**config.mk**
```make
export PLATFORM = sky130hd
export DESIGN_NAME = adc_readout_sched
export DESIGN_NICKNAME = d
export VERILOG_FILES = /design/src/rtl/adc_readout_pkg.sv /design/src/rtl/adc_rr_grant.sv /design/src/rtl/adc_readout_sched.sv
export SDC_FILE = /design/constraint.sdc
export NUM_CORES = 1
export LEC_CHECK = 0
export ABC_AREA = 1
export CORE_MARGIN = 8
export CORE_UTILIZATION = 64
export CTS_CLUSTER_SIZE = 16
export DETAILED_ROUTE_END_ITERATION = 12
export PLACE_DENSITY = 0.95
export SKIP_LAST_GASP = 1
export SLEW_MARGIN = 10
export SYNTH_ARGS = -nofsm -noshare
export SYNTH_HDL_FRONTEND = slang
export SYNTH_SLANG_ARGS = --single-unit
```
**constraint.sdc**
```tcl
create_clock -name BUS_CLK -period 12.1 [get_ports BUS_CLK]
set_input_delay 1.21 -clock BUS_CLK [delete_from_list [all_inputs] [get_ports BUS_CLK]]
set_output_delay 1.21 -clock BUS_CLK [all_outputs]
set_load 0.02 [all_outputs]
```
**src/rtl/adc_readout_pkg.sv**
```systemverilog
// rtl/adc_readout_pkg.sv - shared types, widths and output word layout for the ADC readout scheduler
package adc_readout_pkg;

    localparam int NCH     = 4;
    localparam int ADC_W   = 14;
    localparam int IDX_W   = 12;
    localparam int BODY_W  = IDX_W + ADC_W;
    localparam int HDR_LSB = 28;
    localparam int CH_LSB  = 26;

    typedef enum logic [1:0] {
        ST_IDLE,
        ST_ARM,
        ST_CAPTURE,
        ST_DRAIN
    } state_t;

    // Output word: {header, channel, index, sample}; body holds {index, sample}.
    function automatic logic [31:0] pack_word(input logic [3:0]        hdr,
                                              input logic [1:0]        ch,
                                              input logic [BODY_W-1:0] body);
        logic [31:0] w;
        w = '0;
        w[HDR_LSB +: 4]  = hdr;
        w[CH_LSB +: 2]   = ch;
        w[0 +: BODY_W]   = body;
        return w;
    endfunction

endpackage

```
**src/rtl/adc_rr_grant.sv**
```systemverilog
// rtl/adc_rr_grant.sv - 4-way round-robin grant with pointer that restarts at channel 0 on clear
module adc_rr_grant
    import adc_readout_pkg::*;
(
    input  logic           clk,
    input  logic           rst_n,
    input  logic           clear,
    input  logic           enable,
    input  logic [NCH-1:0] request,
    output logic [NCH-1:0] grant,
    output logic [1:0]     grant_idx
);

    logic [1:0] ptr;
    logic [1:0] idx;
    logic       found;

    always_comb begin
        grant     = '0;
        grant_idx = ptr;
        found     = 1'b0;
        idx       = ptr;
        for (int i = 0; i < NCH; i++) begin
            idx = ptr + 2'(i);
            if (enable && !found && request[idx]) begin
                grant[idx] = 1'b1;
                grant_idx  = idx;
                found      = 1'b1;
            end
        end
    end

    always_ff @(posedge clk or negedge rst_n) begin
        if (!rst_n) begin
            ptr <= '0;
        end else if (clear) begin
            ptr <= '0;
        end else if (found) begin
            ptr <= grant_idx + 2'd1;
        end
    end

endmodule

```
**src/rtl/adc_readout_sched.sv**
```systemverilog
// rtl/adc_readout_sched.sv - acquisition FSM, per-channel holding registers and merged output stream
module adc_readout_sched
    import adc_readout_pkg::*;
#(
    parameter logic [3:0] HEADER_ID = 4'b0001,
    parameter int         CNT_W     = 24,
    parameter int         LOST_W    = 8
) (
    input  logic                 BUS_CLK,
    input  logic                 BUS_RST_B,
    input  logic                 START,
    input  logic                 STOP,
    input  logic [NCH-1:0]       CH_EN,
    input  logic [CNT_W-1:0]     SAMPLES,
    input  logic                 TRIG_EN,
    input  logic                 TRIG,
    input  logic [NCH*ADC_W-1:0] CH_DATA,
    input  logic [NCH-1:0]       CH_STB,
    output logic [31:0]          OUT_DATA,
    output logic                 OUT_VALID,
    input  logic                 OUT_READY,
    output logic                 BUSY,
    output logic                 DONE,
    output logic [LOST_W-1:0]    LOST_CNT
);

    state_t             state;
    logic [NCH-1:0]     ch_en_q;
    logic [CNT_W-1:0]   samples_q;
    logic [CNT_W-1:0]   cnt [NCH];
    logic [NCH-1:0]     hold_valid;
    logic [BODY_W-1:0]  hold_data [NCH];
    logic               trig_q;

    logic               start_go;
    logic               out_load;
    logic               all_done;
    logic [NCH-1:0]     ch_done, accept, store, drop, grant;
    logic [1:0]         grant_idx;
    logic [2:0]         drop_count;
    logic [LOST_W:0]    lost_sum;

    assign start_go = (state == ST_IDLE) && START && !STOP;
    assign out_load = !OUT_VALID || OUT_READY;
    assign all_done = &(~ch_en_q | ch_done);

    // A full hold register still accepts a sample if it is being drained this same cycle.
    always_comb begin
        ch_done    = '0;
        accept     = '0;
        store      = '0;
        drop       = '0;
        drop_count = '0;
        for (int n = 0; n < NCH; n++) begin
            ch_done[n] = (samples_q != '0) && (cnt[n] == samples_q);
            accept[n]  = (state == ST_CAPTURE) && ch_en_q[n] && !ch_done[n] && CH_STB[n];
            store[n]   = accept[n] && (!hold_valid[n] || grant[n]);
            drop[n]    = accept[n] && !store[n];
            drop_count = drop_count + {2'b00, drop[n]};
        end
        lost_sum = {1'b0, LOST_CNT} + (LOST_W+1)'(drop_count);
    end

    adc_rr_grant u_grant (
        .clk       (BUS_CLK),
        .rst_n     (BUS_RST_B),
        .clear     (start_go),
        .enable    (out_load),
        .request   (hold_valid),
        .grant     (grant),
        .grant_idx (grant_idx)
    );

    always_ff @(posedge BUS_CLK or negedge BUS_RST_B) begin
        if (!BUS_RST_B) begin
            ch_en_q    <= '0;
            samples_q  <= '0;
            LOST_CNT   <= '0;
            hold_valid <= '0;
            OUT_DATA   <= '0;
            OUT_VALID  <= 1'b0;
            trig_q     <= 1'b0;
            for (int n = 0; n < NCH; n++) begin
                cnt[n]       <= '0;
                hold_data[n] <= '0;
            end
        end else begin
            trig_q <= TRIG;
            if (start_go) begin
                ch_en_q   <= CH_EN;
                samples_q <= SAMPLES;
                LOST_CNT  <= '0;
            end else if (drop_count != '0) begin
                LOST_CNT <= lost_sum[LOST_W] ? '1 : lost_sum[LOST_W-1:0];
            end
            for (int n = 0; n < NCH; n++) begin
                if (start_go) begin
                    cnt[n] <= '0;
                end else if (accept[n]) begin
                    cnt[n] <= cnt[n] + CNT_W'(1);
                end
                if (store[n]) begin
                    hold_valid[n] <= 1'b1;
                    hold_data[n]  <= {cnt[n][IDX_W-1:0], CH_DATA[n*ADC_W +: ADC_W]};
                end else if (grant[n]) begin
                    hold_valid[n] <= 1'b0;
                end
            end
            if (out_load) begin
                OUT_VALID <= |grant;
                if (|grant) begin
                    OUT_DATA <= pack_word(HEADER_ID, grant_idx, hold_data[grant_idx]);
                end
            end
        end
    end

    always_ff @(posedge BUS_CLK or negedge BUS_RST_B) begin
        if (!BUS_RST_B) begin
            state <= ST_IDLE;
            BUSY  <= 1'b0;
            DONE  <= 1'b0;
        end else begin
            DONE <= 1'b0;
            case (state)
                ST_IDLE: begin
                    if (start_go) begin
                        state <= ST_ARM;
                        BUSY  <= 1'b1;
                    end
                end
                ST_ARM: begin
                    if (STOP) begin
                        state <= ST_DRAIN;
                    end else if (!TRIG_EN || (TRIG && !trig_q)) begin
                        state <= ST_CAPTURE;
                    end
                end
                ST_CAPTURE: begin
                    if (STOP || all_done) begin
                        state <= ST_DRAIN;
                    end
                end
                ST_DRAIN: begin
                    if ((hold_valid == '0) && !OUT_VALID) begin
                        state <= ST_IDLE;
                        BUSY  <= 1'b0;
                        DONE  <= 1'b1;
                    end
                end
                default: begin
                    state <= ST_IDLE;
                    BUSY  <= 1'b0;
                end
            endcase
        end
    end

endmodule
```
==> metrics.txt <==
synthesis-stage register bit count=277; post-DP HPWL=36,500 microns; final setup violation count=0; Num CTS Buffers=30; Final ANT Viol Nets=0; Reg clk slew, reported paths=0.06 ns; compound-cell area share of the yosys netlist=0.0658; DR WL/cell=a little under 20 microns; global-route wire length before repair=83,700 microns; setup TNS=0 ns; Yosys cell types=45; RePlAce Congestion=0.949; CTS root buf=clkbuf_16; post-synthesis adder-cell area fraction=0.0183; Post-Synthesis Cells=~2,300; cell area power density=275 nW/um^2; status=finished, final reports clean; Longest Clk Path Bufs=3; Fin Clk Skew=0.0156 ns; Worst Path Required=12.57 ns; DRC=0; DRT iter0 DRCs=2,121; die height=177 microns; sequential share of the synthesized area=0.419; clock sink count=~280; crit path DAT=about 6.4 ns; total wire length=52,700 microns; Crit path max-delay family=simple AND/OR/NAND/NOR gates; Vias/cell=between 6 and 7; Rel. slew slack=0.250; Ys Warns=0; H-tree depth=1; main combinational cell family by area after synthesis=simple AND/OR/NAND/NOR gates; synthesized area=16,500 sq um; fmax=0.168 GHz; Pins Over Slew Limit=0; Setup CP Type=reg2reg; peak supply drop=0.263 mV; Tmin final=5.95 ns; core area=25,700 sq um; setup slack, reg-to-reg=approximately 6.2 ns; Avg Cell Area, Syn=approximately 7.2 sq um; DIE AREA=31,200 sq um; xor and xnor area share after synthesis=0.0609; Area Growth Syn to Fin=13.9%; biggest area consumer among synthesized cells=dfrtp_1; Worst path slowest cell=dfrtp_1; CP cell instances=inv_6 > ha_1 > inv_1 > nand2_1 > nand2_2 > nand3_4 > nand4_4 > inv_2 > nand2_1 > nand3_1 > nor2_1 > fa_1 > ha_1 > ha_1 > inv_1 > fa_1 > or2_2 > a21oi_1 > nand3_1 > nor2_1 > nor2_1 > o21ai_0; buffers and inverters on the worst path=4; post-synth top area share=0.419; PostCTS Resize Cnt=0; Worst-Margin Slew=approximately 1.1 ns; Buffers on Ports=approximately 130; vias in the first global route=~16,000; Final nets=about 2,500; Final Cycle Share=0.491; gr usage total=0.333; CTS Hold Bufs=0; Max-Cap Viols=0; Leak=a little under 0.009 uW; Simple-Gate Fraction of Synth Area=0.362; GRT Residual Overflow=0; Hold Fails Final Rpt=0; Critical R2R Launch=u_grant.ptr[0]; CP max FO=22; filler instances=1,956; Startpoint Class=register; Detailed Routing Iterations Pass 1=7; footprint of the multi-input gates=8410 sq um; diodes inserted=0; worst hold path class=reg2reg; die width=177 microns; post-synthesis mux area share=0; crit path capture type=register; worst reg2reg path endpoint=LOST_CNT[0]; crit path to=LOST_CNT[0]; clk_lat worst skew=between 0.5 and 0.6 ns; RSZ-0062 raised after global routing=false; Levels on crit path=22; CP startpoint=u_grant.ptr[0]; R2R depth=22; post-CTS setup buffer count=0; Starting Density=0.644; post-layout worst setup margin=about 6.2 ns; most frequent cells in the layout=nand2_1, dfrtp_1, nand3_1; initial antenna violation count=0; Sequential Area=between 6000 and 7000 sq um; worst slack at placement=around 5.8 ns; pin count of the biggest net entering global routing=between 150 and 200; routed vias=16,505; std cell rows=59; top post-synthesis cells by area=dfrtp_1, nand2_1, nand3_1; CTS tree=done; CP peak stage delay=0.66 ns; leading cell type in the layout, fill and taps excluded=nand2_1; share of post-route cells with drive strength above 1=0.0458; I/O pins=around 140
-- routing by layer --
layer	wire, microns	vias up	global-route usage	share of wire
li1	-	7486	-	-
met1	19900	7788	0.428	0.38
met2	24200	1009	0.531	0.46
met3	5210	222	0.0561	0.099
met4	3360	0	0.184	0.064
met5	0	-	0	0
-- cells in the mapped netlist, drive strengths merged --
cell and count:
a31o 3, nor4 25, nand3 252, a21oi 16, o22ai 7, dfrtp 277
ha 21, buf 68, conb 1, clkinv 1, or2 6, nor3b 1
inv 159, o32ai 1, nand4 50, fa 2, a211oi 1, nand3b 27
nor2 190, a31oi 3, clkbuf 62, o211ai 2, o21ai 137, nor3 40
nand2 796, o31ai 23, xor2 78, xnor2 37
-- state kept, by name (all words and copies together), names as in the netlist, 2 cells and up --
| signal | cells |
|---|---|
| LOST_CNT | 8 |
| u_grant.ptr | 2 |
| cnt | 96 |
| ch_en_q | 4 |
| samples_q | 24 |
| state | 2 |
| hold_data | 104 |
| hold_valid | 4 |
| OUT_DATA | 29 |
-- worst register-to-register path: stages (launching register included) --
cell and delay (ns):
dfrtp_1 0.66, inv_6 0.11, ha_1 0.35, inv_1 0.20
nand2_1 0.10, nand2_2 0.11, nand3_4 0.13, nand4_4 0.19
inv_2 0.06, nand2_1 0.08, nand3_1 0.65, nor2_1 0.40
fa_1 0.47, ha_1 0.21, ha_1 0.32, inv_1 0.07
fa_1 0.41, or2_2 0.32, a21oi_1 0.21, nand3_1 0.16
nor2_1 0.33, nor2_1 0.08, o21ai_0 0.21
-- cells by family (layout without fill, tap and decap cells) --
family          count (synthesis)  in the layout
xor+xnor                      115            115
simple gates                 1387           1387
flops                         277            277
compound gates                193            193
buf+inv                       290            362
other cells                     1              3
fa+ha+maj                      23             23
-- worst min-delay path by stage --
stage	startpoint	endpoint	slack [ns]	cells past startpoint
6_report	hold_data[58]	hold_data[58]	0.47	2
3_5_place_dp	hold_data[63]	hold_data[63]	0.45	2
3_3_place_gp	hold_data[58]	hold_data[58]	0.44	2
2_1_floorplan	hold_data[52]	hold_data[52]	0.43	2
4_1_cts	hold_data[63]	hold_data[63]	0.47	2
5_1_grt	hold_data[59]	hold_data[59]	0.48	2
-- power by group --
part | switching (uW) | internal (uW) | total (uW)
registers | 379 | 1250 | 1630
clock network | 393 | 558 | 951
logic | 1780 | 812 | 2600
total | 2550 | 2620 | 5170
-- through the flow --
stage / hold slack [ns] / total power (uW) / cells / cell area [sq um] / utilization
after floorplan: 0.433 / 3390 / 2288 / 16500 / -
after global placement: 0.445 / 4040 / 2640 / 17800 / 0.694
after detailed placement: 0.450 / 4140 / 2640 / 17800 / 0.694
after CTS: 0.465 / 5130 / 2695 / 18800 / 0.733
after global routing: 0.482 / 5500 / 2695 / 18800 / 0.733
final: 0.466 / 5170 / 2695 / 18800 / 0.733
-- area by class of cell --
cell class	count	area share
clock buffer	44	0.0458
clock inverter	11	0.00810
inverter	160	0.0321
multi-input combinational	1721	0.446
sequential	277	0.368
tap	335	0.0222
timing repair buffer	147	0.0773
Note: power is estimated with default switching activity, not from simulation.
